$ cat src/rtl/orion_adc_status.sv
// ============================================================================
// Module   : orion_adc_status
// Purpose  : Periodic ADC snapshot with a peak-detect restart handshake,
//            framed out over a valid/ready byte stream.
// Revision : 1.0  initial release
// ============================================================================
`default_nettype none

module orion_adc_status #(
  parameter int INTERVAL    = 30720,
  parameter int ACK_TIMEOUT = 64
) (
  input  logic        clock,
  input  logic        reset_n,
  input  logic        enable,
  input  logic [11:0] AIN1,
  input  logic [11:0] AIN2,
  input  logic [11:0] AIN3,
  input  logic [11:0] AIN4,
  input  logic [11:0] AIN5,
  input  logic [11:0] AIN6,
  output logic        pk_detect_reset,
  input  logic        pk_detect_ack,
  output logic [7:0]  tx_data,
  output logic        tx_valid,
  input  logic        tx_ready,
  output logic        tx_last,
  input  logic        err_clear,
  output logic        ack_timeout_err,
  output logic        overrun_err
);

  localparam int              c_TW       = (INTERVAL > 1) ? $clog2(INTERVAL) : 1;
  localparam logic [c_TW-1:0] c_TMR_LAST = c_TW'(INTERVAL - 1);
  localparam logic [7:0]      c_ACK_LAST = 8'(ACK_TIMEOUT - 1);
  localparam logic [3:0]      c_IDX_LAST = 4'd14;

  typedef enum logic [2:0] {
    S_IDLE = 3'd0,
    S_SNAP = 3'd1,
    S_REQ  = 3'd2,
    S_REL  = 3'd3,
    S_SEND = 3'd4
  } state_t;

  state_t            r_state;
  logic [c_TW-1:0]   r_timer;
  logic              r_pending;
  logic [7:0]        r_seq;
  logic [7:0]        r_ack_cnt;
  logic [3:0]        r_idx;
  logic [11:0]       r_snap [6];
  logic              r_pk;
  logic              r_tx_valid;
  logic              r_tx_last;
  logic [7:0]        r_tx_data;
  logic              r_ack_err;
  logic              r_ovr_err;

  logic              w_tick;
  logic              w_ack_to;
  logic              w_overrun;
  logic [3:0]        w_next_idx;
  logic [7:0]        w_csum;
  logic [7:0]        w_frame [16];

  assign w_tick     = enable && (r_timer == c_TMR_LAST);
  assign w_overrun  = w_tick && (r_state != S_IDLE) && r_pending;
  assign w_ack_to   = (r_ack_cnt == c_ACK_LAST) &&
                      (((r_state == S_REQ) && !pk_detect_ack) ||
                       ((r_state == S_REL) &&  pk_detect_ack));
  assign w_next_idx = r_idx + 4'd1;

  // Frame image built from the snapshot; byte 14 is the XOR of bytes 0..13.
  always_comb begin
    w_frame[0] = 8'hA5;
    w_frame[1] = r_seq;
    for (int i = 0; i < 6; i++) begin
      w_frame[2 + 2*i] = {4'h0, r_snap[i][11:8]};
      w_frame[3 + 2*i] = r_snap[i][7:0];
    end
    w_csum = 8'h00;
    for (int i = 0; i < 14; i++) begin
      w_csum = w_csum ^ w_frame[i];
    end
    w_frame[14] = w_csum;
    w_frame[15] = 8'h00;
  end

  always_ff @(posedge clock or negedge reset_n) begin
    if (!reset_n) begin
      r_timer   <= '0;
      r_pending <= 1'b0;
      r_ack_err <= 1'b0;
      r_ovr_err <= 1'b0;
    end else begin
      if (!enable || w_tick) r_timer <= '0;
      else                   r_timer <= r_timer + 1'b1;

      // A tick that coincides with leaving IDLE is consumed by that exit.
      if (!enable)                                    r_pending <= 1'b0;
      else if (w_tick && (r_state != S_IDLE))         r_pending <= 1'b1;
      else if ((r_state == S_IDLE) && r_pending && !w_tick) r_pending <= 1'b0;

      if (w_ack_to)       r_ack_err <= 1'b1;
      else if (err_clear) r_ack_err <= 1'b0;

      if (w_overrun)      r_ovr_err <= 1'b1;
      else if (err_clear) r_ovr_err <= 1'b0;
    end
  end

  always_ff @(posedge clock or negedge reset_n) begin
    if (!reset_n) begin
      r_state    <= S_IDLE;
      r_seq      <= 8'h00;
      r_ack_cnt  <= 8'h00;
      r_idx      <= 4'd0;
      r_pk       <= 1'b0;
      r_tx_valid <= 1'b0;
      r_tx_last  <= 1'b0;
      r_tx_data  <= 8'h00;
      for (int i = 0; i < 6; i++) r_snap[i] <= 12'h000;
    end else begin
      case (r_state)
        S_IDLE: begin
          if (enable && (w_tick || r_pending)) r_state <= S_SNAP;
        end
        S_SNAP: begin
          r_snap[0] <= AIN1;
          r_snap[1] <= AIN2;
          r_snap[2] <= AIN3;
          r_snap[3] <= AIN4;
          r_snap[4] <= AIN5;
          r_snap[5] <= AIN6;
          r_pk      <= 1'b1;
          r_ack_cnt <= 8'h00;
          r_state   <= S_REQ;
        end
        S_REQ, S_REL: begin
          if ((r_state == S_REQ) && pk_detect_ack) begin
            r_pk      <= 1'b0;
            r_ack_cnt <= 8'h00;
            r_state   <= S_REL;
          end else if (((r_state == S_REL) && !pk_detect_ack) || w_ack_to) begin
            r_pk       <= 1'b0;
            r_tx_valid <= 1'b1;
            r_tx_last  <= 1'b0;
            r_tx_data  <= w_frame[0];
            r_idx      <= 4'd0;
            r_state    <= S_SEND;
          end else begin
            r_ack_cnt <= r_ack_cnt + 8'd1;
          end
        end
        S_SEND: begin
          if (tx_ready) begin
            if (r_idx == c_IDX_LAST) begin
              r_tx_valid <= 1'b0;
              r_tx_last  <= 1'b0;
              r_seq      <= r_seq + 8'd1;
              r_state    <= S_IDLE;
            end else begin
              r_idx     <= w_next_idx;
              r_tx_data <= w_frame[w_next_idx];
              r_tx_last <= (w_next_idx == c_IDX_LAST);
            end
          end
        end
        default: r_state <= S_IDLE;
      endcase
    end
  end

  assign pk_detect_reset = r_pk;
  assign tx_valid        = r_tx_valid;
  assign tx_last         = r_tx_last;
  assign tx_data         = r_tx_data;
  assign ack_timeout_err = r_ack_err;
  assign overrun_err     = r_ovr_err;

endmodule

`default_nettype wire

$ cat config.mk
export PLATFORM = sky130hd
export DESIGN_NAME = orion_adc_status
export DESIGN_NICKNAME = d
export VERILOG_FILES = /design/src/rtl/orion_adc_status.sv
export SDC_FILE = /design/constraint.sdc
export NUM_CORES = 1
export LEC_CHECK = 0
export ABC_CLOCK_PERIOD_IN_PS = 2300
export CORE_MARGIN = 3
export CORE_UTILIZATION = 40
export CTS_CLUSTER_DIAMETER = 40
export DETAILED_ROUTE_END_ITERATION = 16
export SLEW_MARGIN = 20
export SYNTH_ARGS = -nofsm -noshare
export SYNTH_HDL_FRONTEND = slang
export SYNTH_SLANG_ARGS = --single-unit
export TNS_END_PERCENT = 30
$ cat constraint.sdc
create_clock -name clock -period 2.3 [get_ports clock]
set_clock_uncertainty 0.15 [all_clocks]
set_input_delay 0.69 -clock clock [delete_from_list [all_inputs] [get_ports clock]]
set_output_delay 0.69 -clock clock [all_outputs]
set_load 0.1 [all_outputs]
# Yosys cells after proc, flatten, opt, wreduce, memory -nomap -nowiden
# Cells that the tools add are included.
# totals
reg_bits	124
input_bits	78
out_inout_bits	13
wordCells	127
# op_classes
add_sub_neg	4
n_lt_le_gt_ge	1
eq_ne	17
mux	41
bitwise_logic	14
n_reduce_logical	32
# ops
operator	count
2-to-1 mux 8 bit	8
bitwise XOR 8 x 4 -> 8 bit	6
bitwise XOR 8 bit	6
binary-select mux 8 bit (select 4 bit)	1
case mux 8 bit (2 select lines)	2
adder 8 x 1 -> 8 bit, second input constant	2
2-to-1 mux 4 bit	4
adder 15 x 1 -> 15 bit, second input constant	1
equality test 15 bit, second input constant	1
2-to-1 mux 1 bit	15
2-to-1 mux 15 bit	1
2-to-1 mux 3 bit	5
case mux 3 bit (4 select lines)	1
logical AND 1 bit	11
!= test 2 bit, second input constant	5
AND reduction 5 bit	2
equality test 4 bit, second input constant	2
equality test 8 x 6 -> 1 bit, second input constant	1
case mux 4 bit (2 select lines)	1
AND reduction 4 bit	2
nonzero test 2 bit	4
equality test 3 x 2 -> 1 bit, second input constant	2
!= test 3 bit, second input constant	2
case mux 1 bit (2 select lines)	3
15 further kinds	21

# Logic depth before layout (Yosys ltp)
# Gate-level depths: netlist of the first run.
# depth
word_depth	19
mapped_depth	12

# Least setup slack after synthesis of the first run
# Ideal clock, no wire load.
# synth_timing
kind	reg2reg
start	register r_idx[0]
end	register r_tx_data[1], in the netlist tx_data[1]
setup_time_ns	0.123
t_arrival_ns	2.169
setup_slack_ns	-0.142
stages_incl_launch_ff	11
path_buffers	4
period_less_slack_ns	2.442
path_cell_list	dfrtp_1 > buf_2 > buf_4 > inv_2 > ha_1 > buf_2 > buf_2 > mux4_2 > a21oi_1 > o41ai_2 > a32o_1
# synth_between
elab_chain_cells	8
# synth_rtl
item	line	source
start, declared	51	logic [3:0] r_idx;
start signal, assigned	164	r_idx <= w_next_idx;
adder 4 x 1 -> 4 bit	72	assign w_next_idx = r_idx + 4'd1;
NOT 4 -> 5 bit (implied by the code)	165	r_tx_data <= w_frame[w_next_idx];
binary-select mux 8 bit (select 4 bit)	165	
2-to-1 mux 8 bit (implied by the code) (2 in a row)	165	
2-to-1 mux 8 bit	158	if (r_idx == c_IDX_LAST) begin
2-to-1 mux 8 bit	157	if (tx_ready) begin
case mux 8 bit (2 select lines)	125	case (r_state)
end signal, assigned	149	r_tx_data <= w_frame[0];
end signal, assigned	165	
end, declared	56	logic [7:0] r_tx_data;
# Parallel ways exist; a longest one is shown, timed or not. The select of a mux whose other input is x is not followed.
# A chain may end at the register's enable or synchronous reset.

# Worst setup path in the final report of the first run
# layout_timing
start	register r_idx[0]
end	register r_tx_data[4], in the netlist tx_data[4]
# Same word-level chain as after synthesis.

==> flow_summary.yaml, run 1 <==
min_path:
  hp-start: "r_ack_cnt[1]"
  holdCritPathClass: "flip-flop to flip-flop"
cells_and_area:
  num-nets-final: 768
  fin_area_mm2: 0.008805
  multi_input_area_mm2: 0.003448
  area_growth_pct: 32.65
  fillers: 1358
  diodes: 0
  seqCellArea_mm2: 0.003104
  drive_gt1_frac: 0.2726
worst_setup_path:
  path_buf_inv: 2
  worst-r2r-cell-count: 8
  endpoint: "tx_data[4]"
  cp-end-kind: "flip-flop"
  path_class: "flip-flop to flip-flop"
  critical_path.reg2reg.endpoint: "tx_data[4]"
  cp_cell_sequence: "ha_2, buf_4, xnor2_2, buf_6, nand2_2, o221ai_1, a31oi_2, o41ai_1"
  path_max_fanout: 6
  slowest_delay_ns: 0.45
  critical_path.top_delay_family: "compound AO/OA/AOI/OAI gates"
  worstPathArrival_ns: 2.36
  cp.depth: 8
  r2r-start: "r_idx[0]"
  rrSetupSlack_ns: 0.09
  startpoint_type: "flip-flop"
  crit_slowest_cell: "dfrtp_2"
  cp.required_ns: 2.44
  crit_start: "r_idx[0]"
clock_network:
  cts-buffers-inserted: 17
  path_clk_slew_ns: 0.06
  clock_path_buffers: 2
  root_buffer: "clkbuf_16"
  h-tree-depth: 4
  clk_latency_ns: 0.41
  cts_tree: "done"
  cts_sinks: 124
placement:
  place_area_mm2: 0.008107
  io_buffers: 90
  dpl.hpwl_um: 10870
  gp_congestion: 0.8253
synth:
  postSynthAreaPerCell_um2: 11.73
  yosys-top-cells-count: "124 x dfrtp_1, 79 x mux2_2, 68 x xnor2_1"
  synth_mux_area_frac: 0.1795
  synth.distinct_cells: 56
  synth_top_cell_by_area: "dfrtp_1"
  synth_top_family_by_area: "multiplexers"
  syn-num-nets: 650
  synth_compound_area_frac: 0.08143
  syn-cell-area_mm2: 0.006638
  synth-seq-area-share: 0.4675
  ys_warn_count: 0
  ys_top_cells_by_area: "dfrtp_1 47%, mux2_2 13%, xnor2_1 9.0%, nor2_1 2.4%, xor2_1 2.1%"
  synthDominantCellAreaShare: 0.4675
  synth_simple_gate_area_frac: 0.09764
  synth.most_common_cell: "dfrtp_1"
  synth-main-ff-cell: "dfrtp_1"
  synth-xor-area-share: 0.1361
  synth-seq-cells: 124
  synth_edf_count: 0
  async_flop_share: 1.000
  synth_adder_area_share: 0.01131
  netlist_instances: 566
grt:
  grt_pass1_wl_um: 25030
  met3_usage: 0.06371
  overflow: 0
  grt_pass1_vias: 5207
  grtUsageMet1: 0.2092
  track_usage: 0.1723
  met2_usage: 0.2874
  antenna_found_initial: 0
  grt_max_degree: 73
  top_usage_layer: "met2"
timing:
  finalSetupViolations: 0
  max_slew_margin: 0.7155
  fin_setup_tns_ns: 0
  drv_slew: 0
  worst_pin_slew_ns: 0.4267
  min_period_over_period: 0.9627
  max_freq_mhz: 451.6
  fin_crit_ns: 2.214
  final_hold_viol_count: 0
drt:
  first_pass_iters: 5
  ant_nets: 0
  vias_per_cell: 5.122
  drc: 0
  drtIter0Drc: 202
  drt-total-wl_um: 14800
  wire_per_inst_um: 16.21
  vias: 4676
power:
  irDropWorstVdd_v: 0.0008590
  powerDensity_mw_per_mm2: 1464
  p_leak_nw: 3.681
die:
  start_util: 0.4134
  dieArea_mm2: 0.01818
  die_width_um: 134.8
  dieHeight_um: 134.8
  rows: 46
  core_area_mm2: 0.01606
  io_pins: 91
run:
  drv_cap: 0
outcome:
  status: "complete, no violations"
sequential cells by signal, summed over array words and instances, names as in the netlist:
register,cells
r_snap,72
pk_detect_reset,1
tx_last,1
r_timer,15
overrun_err,1
r_seq,8
r_idx,4
tx_data,8
r_pending,1
r_state,3
tx_valid,1
r_ack_cnt,8
ack_timeout_err,1
area by class of cell:
cell class / count / share of cell area
Timing Repair Buffer: 125 / 0.1516
Tap cell: 216 / 0.03069
Clock inverter: 12 / 0.01933
Sequential cell: 124 / 0.3526
Multi-Input combinational cell: 406 / 0.3916
Clock buffer: 20 / 0.04960
Inverter: 10 / 0.004547
power by group:
part / switching [mW] / internal [mW]
Clock: 0.956 / 1.81
Sequential: 0.869 / 2.99
Combinational: 2.78 / 3.50
Total: 4.60 / 8.29
worst min-delay path by stage:
stage	slack, ns	depth (start not counted)	end
final	0.38	1	r_ack_cnt[1]
after global routing	0.38	1	r_timer[0]
after CTS	0.37	1	r_timer[0]
after detailed placement	0.36	1	r_timer[0]
after global placement	0.35	1	r_ack_cnt[3]
after floorplan	0.24	0	ack_timeout_err
metrics by stage:
stage | power [mW] | setup slack [ns] | hold WS (ns) | std cells | util
after detailed placement | 10.10 | -0.2806 | 0.3584 | 880 | 0.5048
after global routing | 13.79 | -0.004915 | 0.3819 | 913 | 0.5483
after CTS | 12.93 | 0.01275 | 0.3657 | 913 | 0.5432
after global placement | 9.936 | -0.2411 | 0.3478 | 880 | 0.5048
after floorplan | 8.530 | 0.0008331 | 0.2444 | 566 | -
final | 12.89 | 0.08578 | 0.3765 | 913 | 0.5483
cells by family after synthesis:
group                      after synthesis
xor gates and xnor gates                92
buffers and inverters                   36
and+or+nand+nor                        129
AOI/OAI and AO/OA                       81
adders and majority gates                6
DFF                                    124
muxes                                   98
timing repair:
action	in CTS	in global routing
resized for setup	0	16
hold buffers	1	0
endpoints found under the hold margin	6	0
endpoints found under the setup margin	0	8
buffers inserted	0	0
metal layers:
metal  vias up  share of wire
met1      2328           0.43
met2        91           0.50
met5         -              0
li1       2243              -
met3        14          0.054
met4         0          0.012
cells in the final DEF, fill, tap and decap left out, drive strengths merged, types with 7 or more instances in the layout:
cell / n
xor2: 17
o21ai: 20
xnor2: 69
mux2i: 11
a31oi: 8
dfrtp: 124
nor2: 43
nand2: 31
clkbuf: 20
nand4: 7
mux2: 79
and3: 7
a21oi: 22
nand3: 13
mux4: 8
clkdlybuf4s50: 76
inv: 11
buf: 48
No activity file was read; power rests on OpenSTA's default activity.
==> run 2, diff against run 1 <==
Settings changed: CORE_UTILIZATION 40 to 50, PLACE_DENSITY set to 0.77, SETUP_SLACK_MARGIN set to 0.1.
==> run 2 against run 1 <==
Die area shrank 19%. Combinational power grew 0.8%. First-iteration DRC count grew 60%. Register-to-register slack gained 0.098 ns. Clock power shrank 5%. Power shrank 0.40%. Wire length shrank 0.29%. Sequential cell count is the same.
==> flow_summary.yaml, run 2 (synthesized netlist as in run 1, its figures left out) <==
outcome:
  status: "complete, no violations"
cells_and_area:
  layout_commonest_cell: "dfrtp_1"
  area_growth_pct: 30.74
  finalCoreUtilization: 0.6767
  fin_area_mm2: 0.008678
  drive_gt1_frac: 0.2609
  diodes: 0
  num-nets-final: 762
  largest-register: "r_snap"
  final_cell_mix: "122 x dfrtp_1, 79 x mux2_2, 75 x clkdlybuf4s50_1"
  reg_top3: "r_snap (72), r_timer (15)"
  largest_reg_flops: 72
die:
  start_util: 0.5176
  io_pins: 91
  dieArea_mm2: 0.01469
  die_width_um: 121.2
  core_area_mm2: 0.01282
  rows: 41
  dieHeight_um: 121.2
grt:
  overflow: 0
  grt_pass1_wl_um: 24810
  track_usage: 0.2170
  antenna_found_initial: 0
  grt_max_degree: 91
  grt_pass1_vias: 5008
placement:
  place_area_mm2: 0.008016
  dp_slack_ns: -0.2994
  io_buffers: 90
  gp_congestion: 0.8296
  dpl.hpwl_um: 10430
timing:
  rsz0062_at_grt: "true"
  worst_pin_slew_ns: 0.4865
  final_hold_viol_count: 0
  fin_setup_tns_ns: 0
  max_freq_mhz: 472.6
  drv_slew: 0
  setup_ws_ns: 0.1841
  finalSetupViolations: 0
  max_slew_margin: 0.6757
  min_period_over_period: 0.9200
  fin_crit_ns: 2.116
worst_setup_path:
  slowest_delay_ns: 0.48
  crit_slowest_cell: "dfrtp_2"
  path_max_fanout: 10
  path_buf_inv: 2
  cp.required_ns: 2.45
  critical_path.top_delay_family: "compound AO/OA/AOI/OAI gates"
  worstPathArrival_ns: 2.26
  path_class: "flip-flop to flip-flop"
  cp-end-kind: "flip-flop"
  cp_cell_sequence: "inv_8, ha_4, buf_4, nor2_4, nand2_1, o221ai_1, a31oi_1, o41ai_1"
  startpoint_type: "flip-flop"
power:
  switching_share: 0.3621
  irDropWorstVdd_v: 0.0006656
  p_total_mw: 12.84
  powerDensity_mw_per_mm2: 1480
  p_comb_frac: 0.492
  p_seq_frac: 0.304
  clkPwrFrac: 0.203
  p_leak_nw: 3.656
  internal-power_mw: 8.192
  p_switching_mw: 4.649
drt:
  vias_per_cell: 5.447
  drtIter0Drc: 323
  first_pass_iters: 4
  drc: 0
  wire_per_inst_um: 17.12
  drt-total-wl_um: 14760
  ant_nets: 0
  vias: 4695
clock_network:
  h-tree-depth: 4
  cts-hold-fix-buffers: 0
  cts_tree: "done"
  cts_sinks: 124
  path_clk_slew_ns: 0.05
  clk_latency_ns: 0.41
  clock_path_buffers: 2
  cts-buffers-inserted: 17
  root_buffer: "clkbuf_16"
run:
  drv_cap: 0
min_path:
  holdCritPathClass: "primary input to async pin"
run 2: path summary, 6_finish.rpt:
path / startpoint / endpoint / slack (ns) / cells after the start
hold / removal: reset_n / r_snap[54] / 0.18 / 2
hold reg to reg: r_timer[0] / r_timer[0] / 0.37 / 1
setup reg to reg: r_idx[0] / tx_data[4] / 0.18 / 8
setup / recovery: r_idx[0] / tx_data[4] / 0.18 / 8
max in group asynchronous: reset_n / r_idx[0] / 1.45 / 2
min in group clock: r_timer[0] / r_timer[0] / 0.37 / 1
run 2: area by class of cell:
cell class                      count  area [µm²]
Sequential cell                   124        3105
Multi-Input combinational cell    406        3445
Tap cell                          172       215.2
Clock inverter                      8       90.09
Fill cell                         981        4146
Inverter                           10       45.04
Clock buffer                       23       488.0
Timing Repair Buffer              119        1290
run 2: per-stage QoR:
| stage | std cells | hold slack (ns) |
|---|---|---|
| 2_1_floorplan | 566 | 0.2444 |
| 3_3_place_gp | 828 | 0.3551 |
| 3_5_place_dp | 828 | 0.3678 |
| 4_1_cts | 859 | 0.1951 |
| 5_1_grt | 862 | 0.2162 |
| 6_report | 862 | 0.1799 |
run 2: worst reg2reg max path, delay by kind of cell, from the launching register on:
family	cells	cell delay (ns)
compound gates	3	0.59
simple gates	2	0.30
fa+ha+maj	1	0.24
buf+inv	2	0.25
flops	1	0.48
run 2: power groups by stage:
| stage | combinational, mW | clock (mW) | sequential [mW] |
|---|---|---|---|
| CTS | 6.29 | 2.64 | 3.90 |
| global route | 6.85 | 2.76 | 4.03 |
| floorplan | 4.68 | 0 | 3.95 |
| finish | 6.32 | 2.61 | 3.91 |
| global placement | 6.02 | 0 | 3.85 |
| detailed placement | 6.21 | 0 | 3.91 |
run 2: repair_timing:
action | 4_1_cts | 5_1_grt
gates resized for setup | 5 | 4
buffers inserted | 0 | 3
endpoints found under the setup margin | 8 | 12
pin swaps | 0 | 2
run 2: metal layers:
layer | routed length (µm) | global-route usage | part of all wire
met1 | 6326 | 0.2715 | 0.43
met2 | 7534 | 0.3647 | 0.51
met4 | 182 | 0.07493 | 0.012
met5 | 0 | 0 | 0
met3 | 713 | 0.05874 | 0.048
